<file path="src/rtl/z80_io_write_fifo_if.sv">
// Bus-side and drain-side signals of the Z80 I/O-write capture FIFO.
// master drives the Z80 bus and drain controls; slave is the capture block.
interface z80_io_write_fifo_if #(
  parameter int DEPTH_LOG2 = 4
);
  logic [7:0]          A;
  logic [7:0]          D;
  logic                IORQ;
  logic                WR;
  logic                M1;
  logic                DATA_DIR;
  logic [7:0]          rd_data;
  logic                rd_valid;
  logic                rd_ready;
  logic [DEPTH_LOG2:0] fifo_count;
  logic                overflow;
  logic                clr_overflow;

  modport master (
    output A, D, IORQ, WR, M1,
    output rd_ready, clr_overflow,
    input  DATA_DIR, rd_data, rd_valid,
    input  fifo_count, overflow
  );

  modport slave (
    input  A, D, IORQ, WR, M1,
    input  rd_ready, clr_overflow,
    output DATA_DIR, rd_data, rd_valid,
    output fifo_count, overflow
  );
endinterface

</file>
<file path="src/rtl/z80_io_write_fifo.sv">
// Z80 OUT-cycle capture: decodes one I/O port, queues one byte per
// bus cycle and offers it to FPGA logic over a valid/ready drain.
module z80_io_write_fifo #(
  parameter logic [7:0] PORT_ADDR  = 8'hC0,
  parameter logic [7:0] ADDR_MASK  = 8'hFF,
  parameter int         DEPTH_LOG2 = 4
) (
  input logic CLK,
  input logic RST,
  z80_io_write_fifo_if.slave bus
);
  localparam int DEPTH = 1 << DEPTH_LOG2;
  localparam int CW    = DEPTH_LOG2 + 1;

  typedef logic [DEPTH_LOG2-1:0] ptr_t;
  typedef logic [CW-1:0]         cnt_t;

  localparam cnt_t FULL = cnt_t'(DEPTH);

  logic [7:0] a_q;
  logic [7:0] d_q;
  logic       iorq_q;
  logic       wr_q;
  logic       m1_q;
  logic       hit_d;
  logic       hold;

  logic [7:0] mem [DEPTH];
  ptr_t       wr_ptr;
  ptr_t       rd_ptr;
  cnt_t       count;
  logic       ovf;

  logic hit;
  logic push;
  logic full;
  logic empty;
  logic pop;
  logic push_ok;
  logic drop;

  always_comb begin
    hit = ~iorq_q & ~wr_q & m1_q &
          ((a_q & ADDR_MASK) == (PORT_ADDR & ADDR_MASK));
    push    = hit & ~hit_d;
    full    = (count == FULL);
    empty   = (count == '0);
    pop     = ~empty & bus.rd_ready;
    push_ok = push & (~full | pop);
    drop    = push & full & ~pop;
  end

  // hold keeps hit_d high for the first edge after reset, so a write
  // already on the bus when RST drops needs a fresh assertion.
  always_ff @(posedge CLK) begin
    if (RST) begin
      a_q    <= 8'h00;
      d_q    <= 8'h00;
      iorq_q <= 1'b1;
      wr_q   <= 1'b1;
      m1_q   <= 1'b1;
      hit_d  <= 1'b1;
      hold   <= 1'b1;
    end else begin
      a_q    <= bus.A;
      d_q    <= bus.D;
      iorq_q <= bus.IORQ;
      wr_q   <= bus.WR;
      m1_q   <= bus.M1;
      hit_d  <= hit | hold;
      hold   <= 1'b0;
    end
  end

  always_ff @(posedge CLK) begin
    if (RST) begin
      wr_ptr <= '0;
      rd_ptr <= '0;
      count  <= '0;
      ovf    <= 1'b0;
    end else begin
      if (push_ok) wr_ptr <= wr_ptr + ptr_t'(1);
      if (pop)     rd_ptr <= rd_ptr + ptr_t'(1);
      unique case ({push_ok, pop})
        2'b10:   count <= count + cnt_t'(1);
        2'b01:   count <= count - cnt_t'(1);
        default: count <= count;
      endcase
      if (drop)                  ovf <= 1'b1;
      else if (bus.clr_overflow) ovf <= 1'b0;
    end
  end

  always_ff @(posedge CLK) begin
    if (push_ok) mem[wr_ptr] <= d_q;
  end

  assign bus.DATA_DIR   = 1'b0;
  assign bus.rd_data    = mem[rd_ptr];
  assign bus.rd_valid   = ~empty;
  assign bus.fifo_count = count;
  assign bus.overflow   = ovf;
endmodule

</file>
<file path="src/flat_wrapper.sv">
// flat-port wrapper written by rule: the top's interface ports become plain ports
module z80_io_write_fifo_flat 
#(
  parameter logic [7:0] PORT_ADDR  = 8'hC0,
  parameter logic [7:0] ADDR_MASK  = 8'hFF,
  parameter int         DEPTH_LOG2 = 4
)
  (CLK, RST, bus_A, bus_D, bus_IORQ, bus_WR, bus_M1, bus_rd_ready, bus_clr_overflow, bus_DATA_DIR, bus_rd_data, bus_rd_valid, bus_fifo_count, bus_overflow);
  z80_io_write_fifo_if #(.DEPTH_LOG2(DEPTH_LOG2)) bus_i ();
  input logic CLK;
  input logic RST;
  input wire logic [$bits(bus_i.A)-1:0] bus_A;
  input wire logic [$bits(bus_i.D)-1:0] bus_D;
  input wire logic [$bits(bus_i.IORQ)-1:0] bus_IORQ;
  input wire logic [$bits(bus_i.WR)-1:0] bus_WR;
  input wire logic [$bits(bus_i.M1)-1:0] bus_M1;
  input wire logic [$bits(bus_i.rd_ready)-1:0] bus_rd_ready;
  input wire logic [$bits(bus_i.clr_overflow)-1:0] bus_clr_overflow;
  output wire logic [$bits(bus_i.DATA_DIR)-1:0] bus_DATA_DIR;
  output wire logic [$bits(bus_i.rd_data)-1:0] bus_rd_data;
  output wire logic [$bits(bus_i.rd_valid)-1:0] bus_rd_valid;
  output wire logic [$bits(bus_i.fifo_count)-1:0] bus_fifo_count;
  output wire logic [$bits(bus_i.overflow)-1:0] bus_overflow;
  assign bus_i.A = bus_A;
  assign bus_i.D = bus_D;
  assign bus_i.IORQ = bus_IORQ;
  assign bus_i.WR = bus_WR;
  assign bus_i.M1 = bus_M1;
  assign bus_i.rd_ready = bus_rd_ready;
  assign bus_i.clr_overflow = bus_clr_overflow;
  assign bus_DATA_DIR = bus_i.DATA_DIR;
  assign bus_rd_data = bus_i.rd_data;
  assign bus_rd_valid = bus_i.rd_valid;
  assign bus_fifo_count = bus_i.fifo_count;
  assign bus_overflow = bus_i.overflow;
  z80_io_write_fifo #(.PORT_ADDR(PORT_ADDR), .ADDR_MASK(ADDR_MASK), .DEPTH_LOG2(DEPTH_LOG2)) u_core (.CLK(CLK), .RST(RST), .bus(bus_i));
endmodule
</file>
<file path="config.mk">
export PLATFORM = sky130hd
export DESIGN_NAME = z80_io_write_fifo_flat
export DESIGN_NICKNAME = d
export VERILOG_FILES = /design/src/rtl/z80_io_write_fifo_if.sv /design/src/rtl/z80_io_write_fifo.sv /design/src/flat_wrapper.sv
export SDC_FILE = /design/constraint.sdc
export NUM_CORES = 1
export LEC_CHECK = 0
export ABC_AREA = 1
export CAP_MARGIN = 20
export CORE_AREA = 2 2 136 138
export DETAILED_ROUTE_END_ITERATION = 8
export DIE_AREA = 0 0 138 140
export PLACE_DENSITY = 0.66
export SYNTH_ARGS = -nofsm -noshare
export SYNTH_HDL_FRONTEND = slang
export SYNTH_SLANG_ARGS = --single-unit
</file>
<file path="constraint.sdc">
create_clock -name CLK -period 2 [get_ports CLK]
set_input_delay 0.4 -clock CLK [delete_from_list [all_inputs] [get_ports CLK]]
set_output_delay 0.4 -clock CLK [all_outputs]
set_load 0.005 [all_outputs]
</file>
# Word-level counts from Yosys, hierarchy flattened
# Memories as Yosys holds them, arrays and structs flattened. A register that Yosys moved wholly into a read port is not among the register bits.
# Cells that the tools add are included.
# W data, S select, Z words.
# classes
n_addsub,4
eq_ne,4
mux,8
bitwise,16
n_reduce_logical,3
# op_table
cell,count
$pmux W5 S2,1
$add A4 B1 Y4 const B,2
$and A1 B1 Y1,8
$eq A8 B8 Y1 const B,1
$mux W4,2
$not A1 Y1,6
$add A5 B1 Y5 const B,1
$eq A5 B5 Y1 const B,1
$logic_not A5 Y1,1
$mux W1,5
$sub A5 B1 Y5 const B,1
$reduce_bool A2 Y1,2
$eq A2 B1 Y1 const B,1
$eq A2 B2 Y1 const B,1
$or A1 B1 Y1,2
# totals
ff_bits,35
mem_bits_rw,128
in_bits,23
output_inout_bits,16
mem_count,1
# mem_list
memory,depth,width,rd,rd_clocked_by_memory_dff,write_ports,line_no,source
u_core.mem,16,8,1,1,1,z80_io_write_fifo.sv:28,logic [7:0] mem [DEPTH];

# Depth between registers and ports, before layout
# logic_depth
word_depth,8
mapped_depth,17
ltp_nobuf,16

# Worst setup path after synthesis
# Ideal clock, no wire load.
# synth_path
path_type,register -> register
startpoint,register u_core.count[4] (netlist: u_core.bus.fifo_count[4])
endpoint,register u_core.count[4] (netlist: u_core.bus.fifo_count[4])
t_arrival_ps,2065
required_time_ps,1930
setup_slack_ps,-135
stages_incl_launch_ff,17
n_path_buf,1
period_less_slack_ps,2135
path_cell_list,dfxtp_1 -> inv_2 -> nor2_1 -> nand3_4 -> nand4_4 -> buf_6 -> ha_1 -> xor2_1 -> ha_1 -> inv_1 -> nand2_1 -> nand3_1 -> nand2_1 -> nand2_1 -> nand2_1 -> nand2_1 -> a21oi_1
# synth_between
elab_chain_len,7
word_cells_on_any_way,13
classes_between,2 x add/sub; 3 x eq/ne; 1 x mux; 5 x bitwise; 2 x reduce/logical
# synth_rtl
element,line_no,source
start: declaration,z80_io_write_fifo.sv:31,cnt_t count;
start signal: assignment,z80_io_write_fifo.sv:85,2'b10: count <= count + cnt_t'(1);
start signal: assignment,z80_io_write_fifo.sv:86,2'b01: count <= count - cnt_t'(1);
start signal: assignment,z80_io_write_fifo.sv:87,default: count <= count;
$logic_not A5 Y1,z80_io_write_fifo.sv:47,empty = (count == '0);
$not A1 Y1,z80_io_write_fifo.sv:48,pop = ~empty & bus.rd_ready;
$and A1 B1 Y1,z80_io_write_fifo.sv:48,
$or A1 B1 Y1,z80_io_write_fifo.sv:49,push_ok = push & (~full | pop);
$and A1 B1 Y1,z80_io_write_fifo.sv:49,
$eq A2 B1 Y1 / $eq A2 B2 Y1 (equally long branches),z80_io_write_fifo.sv:84,"unique case ({push_ok, pop})"
$pmux W5 S2 / $reduce_bool A2 Y1 (equally long branches),n/a,
# Parallel ways exist; a longest one is shown, timed or not.
# A chain may end at the register's enable or synchronous reset.

==> flow_summary.toml <==
[run_status]
status = "complete, but fails checks"
violations = "negative setup slack"

[clock_tree]
clkTransAtPathRegs_ns = 0.06
cts_tree = "built"
cts_max_level = 4
cts-buffers-inserted = 17
clockRootBuffer = "clkbuf_16"
cts_num_sinks = 167
clock_path_buffers = 2
clkLatencyLatePin_ns = 0.43

[placed_design]
hpwl_um = 9950
port_buffers = 37
routabilityCongestion = 0.805
post-place-cells = 915

[floorplanning]
core_area_mm2 = 0.0178
start_util_pct = 39.6
die_w_um = 138
fp-row-count = 49
die-area_mm2 = 0.0193
die_h_um = 140
ioPinCount = 39

[setup_path]
cp.arrival_ns = 1.87
cp_slowest_cell = "dfxtp_4"
crit_path_start_kind = "flip-flop"
reg2reg_from = "u_core.m1_q"
worstSetupEndpointType = "output port"
cp_cell_sequence = "buf_12 -> buf_6 -> clkbuf_16 -> o211ai_1 -> nand3_1 -> nand3_2 -> nand2_1 -> buf_2"
cp-endpoint = "bus_rd_data[5]"
critical_path_class = "reg2out"
rr_worst_depth = 16
cp_max_fo = 6
rr_endpoint = "u_core.bus.fifo_count[4]"
slowest_delay_ns = 0.39
regToRegSetupSlack_ns = -0.02
cp.required_ns = 1.60

[routing]
vias = 4961
met3_length_um = 867
drt_iter0_markers = 490
ant_nets = 0
route.detailed.drc = 0
drt-total-wl_um = 16600
firstDrtPassIters = 6
met1_length_um = 7100
dr_wl_met2_um = 8350
routedWlPerCell_um = 17.0
via_per_inst = 5.06
top_layer = "met4"

[timing]
final-setup-viol-count = 10
rsz0062_at_grt = "yes"
clock_skew_ns = 0.0111
drv_slew = 0
worst_pin_slew_ns = 0.784
hold_viol = 0
fin_crit_ns = 2.27
fin_crit_sh_pct = 113
fmax_mhz = 441
finalWorstSetupSlack_ns = -0.267
maxSlewHeadroom_pct = 47.7

[global_route]
grt_pass1_wl_um = 25100
antenna_found_initial = 0
grt_pass1_vias = 4919
globalRouteOverflowTotal = 0
grt.total_usage_pct = 16.7
grt_max_degree = 25

[hold_path]
holdPathStages = 2
hold_path_class = "reg2reg"

[yosys]
synth_common_cells = "edfxtp_1, inv_1, nand2_1"
synth_top_family_by_area = "simple AND/OR/NAND/NOR gates"
ys_types = 33
synth_xor_area_share_pct = 0.872
synth.avg_cell_area_um2 = 11.0
yosys_warnings = 0
yosys.area_share.simple_pct = 13.4
yosysMostFrequentCell = "edfxtp_1"
ys_seq_elements = 167
synth_mux_area_share_pct = 0
netlist.area_leader.share_pct = 54.7
synth_compound_area_share_pct = 10.0
synth_top_flop_cell = "edfxtp_1"
synth_top_area_cell = "edfxtp_1"
synth_edf_count = 128
async_flop_share_pct = 0
synth_nets = 673
synthTopCellsByArea = "edfxtp_1, dfxtp_1, inv_1"
yosys.area_share.adder_pct = 1.60
seq_area_frac_synth_pct = 65.8
netlist_instances = 641
syn-cell-area_mm2 = 0.00703

[power_and_ir_drop]
p_per_area_mw_per_mm2 = 1250
p_leak_nw = 3.65
p_total_mw = 11.7
ir_drop_mv = 0.940

[run]
max_cap_viol_count = 0

[finish]
n_antenna_cell = 0
syn2layout_area_growth_pct = 33.4
drive_gt1_share_pct = 26.6
stdcell_count = 980
final_net_count = 770
n_fill_cell = 1441
final cells by class:
class                   count  area, µm²  area share [%]
clock buffers              22        517            5.51
multi-input cells         335       2160            23.0
flip-flops and latches    167       4630            49.4
well taps                 229        287            3.05
clock inverters            10       63.8           0.680
repair buffers            108       1320            14.0
inverters                 109        409            4.36
worst max-delay path, delay by kind of cell, from the launching register on:
family,cells,cell delay (ns)
buffers and inverters,4,0.54
AO/OA/AOI/OAI,1,0.17
flip-flops,1,0.39
AND/OR/NAND/NOR,3,0.33
per-layer routing:
| metal | global-route usage [%] | vias up |
|---|---|---|
| met4 | 6.39 | 0 |
| met1 | 21.1 | 2390 |
| met3 | 3.35 | 25 |
| met2 | 28.5 | 180 |
| met5 | 0 | - |
| li1 | - | 2366 |
worst min path at each step:
| stage | start | endpoint | slack (ns) |
|---|---|---|---|
| after detailed placement | u_core.hold | u_core.hit_d | 0.40 |
| final | u_core.hold | u_core.hit_d | 0.42 |
| after CTS | u_core.hold | u_core.hit_d | 0.42 |
| after global routing | u_core.hold | u_core.hit_d | 0.46 |
| after global placement | u_core.hold | u_core.hit_d | 0.39 |
| after floorplan | u_core.hold | u_core.hit_d | 0.39 |
metrics by stage:
stage	util (%)	hold slack, ns	instance area (µm²)	worst slack (ns)	TNS, ns
finish	52.8	0.416	9380	-0.267	-1.94
global route	52.8	0.463	9380	-0.360	-4.69
CTS	50.6	0.418	8990	-0.251	-1.91
detailed placement	44.3	0.401	7880	-0.414	-11.69
global placement	44.3	0.394	7880	-0.309	-7.50
floorplan	-	0.387	7050	0.0205	0
repair_timing:
action / in CTS / in global routing
gates cloned: 11 / 4
endpoints found under the hold margin: 0 / 0
buffers inserted: 15 / 7
setup endpoints to repair: 9 / 12
gates resized for setup: 91 / 70
hold buffers: 0 / 0
pin swaps: 59 / 45
flip-flops by register name (all words and copies together), names as in the netlist, named ones only:
register and count:
u_core.a_q 8, u_core.bus.fifo_count 5, u_core.bus.overflow 1, u_core.d_q 8
u_core.hit_d 1, u_core.hold 1, u_core.iorq_q 1, u_core.m1_q 1
u_core.mem 128, u_core.rd_ptr 4, u_core.wr_ptr 4, u_core.wr_q 1
cells in the final DEF, fill, tap and decap left out, drive strengths merged:
cell type	instances
a21boi	1
nand4	1
nor3	15
nand3b	1
nor2	44
xnor2	1
or2	3
dfxtp	39
clkbuf	25
clkinv	8
nand2	76
clkdlybuf4s50	29
ha	9
edfxtp	128
o21ai	36
a21oi	43
buf	76
o211ai	32
conb	1
o21bai	1
and2	1
nand3	64
xor2	6
inv	111
power by group:
| part | switching, mW | internal [mW] |
|---|---|---|
| clock network | 1.33 | 1.83 |
| logic | 2.20 | 2.28 |
| registers | 0.192 | 3.85 |
cell families (layout without fill, tap and decap cells):
logic type | Yosys count | after routing
buffers and inverters | 139 | 249
AOI/OAI and AO/OA | 113 | 113
other | 1 | 1
DFF | 167 | 167
adders and majority gates | 9 | 9
xor gates and xnor gates | 7 | 7
and+or+nand+nor | 205 | 205
Note: power is estimated with default switching activity, not from simulation.
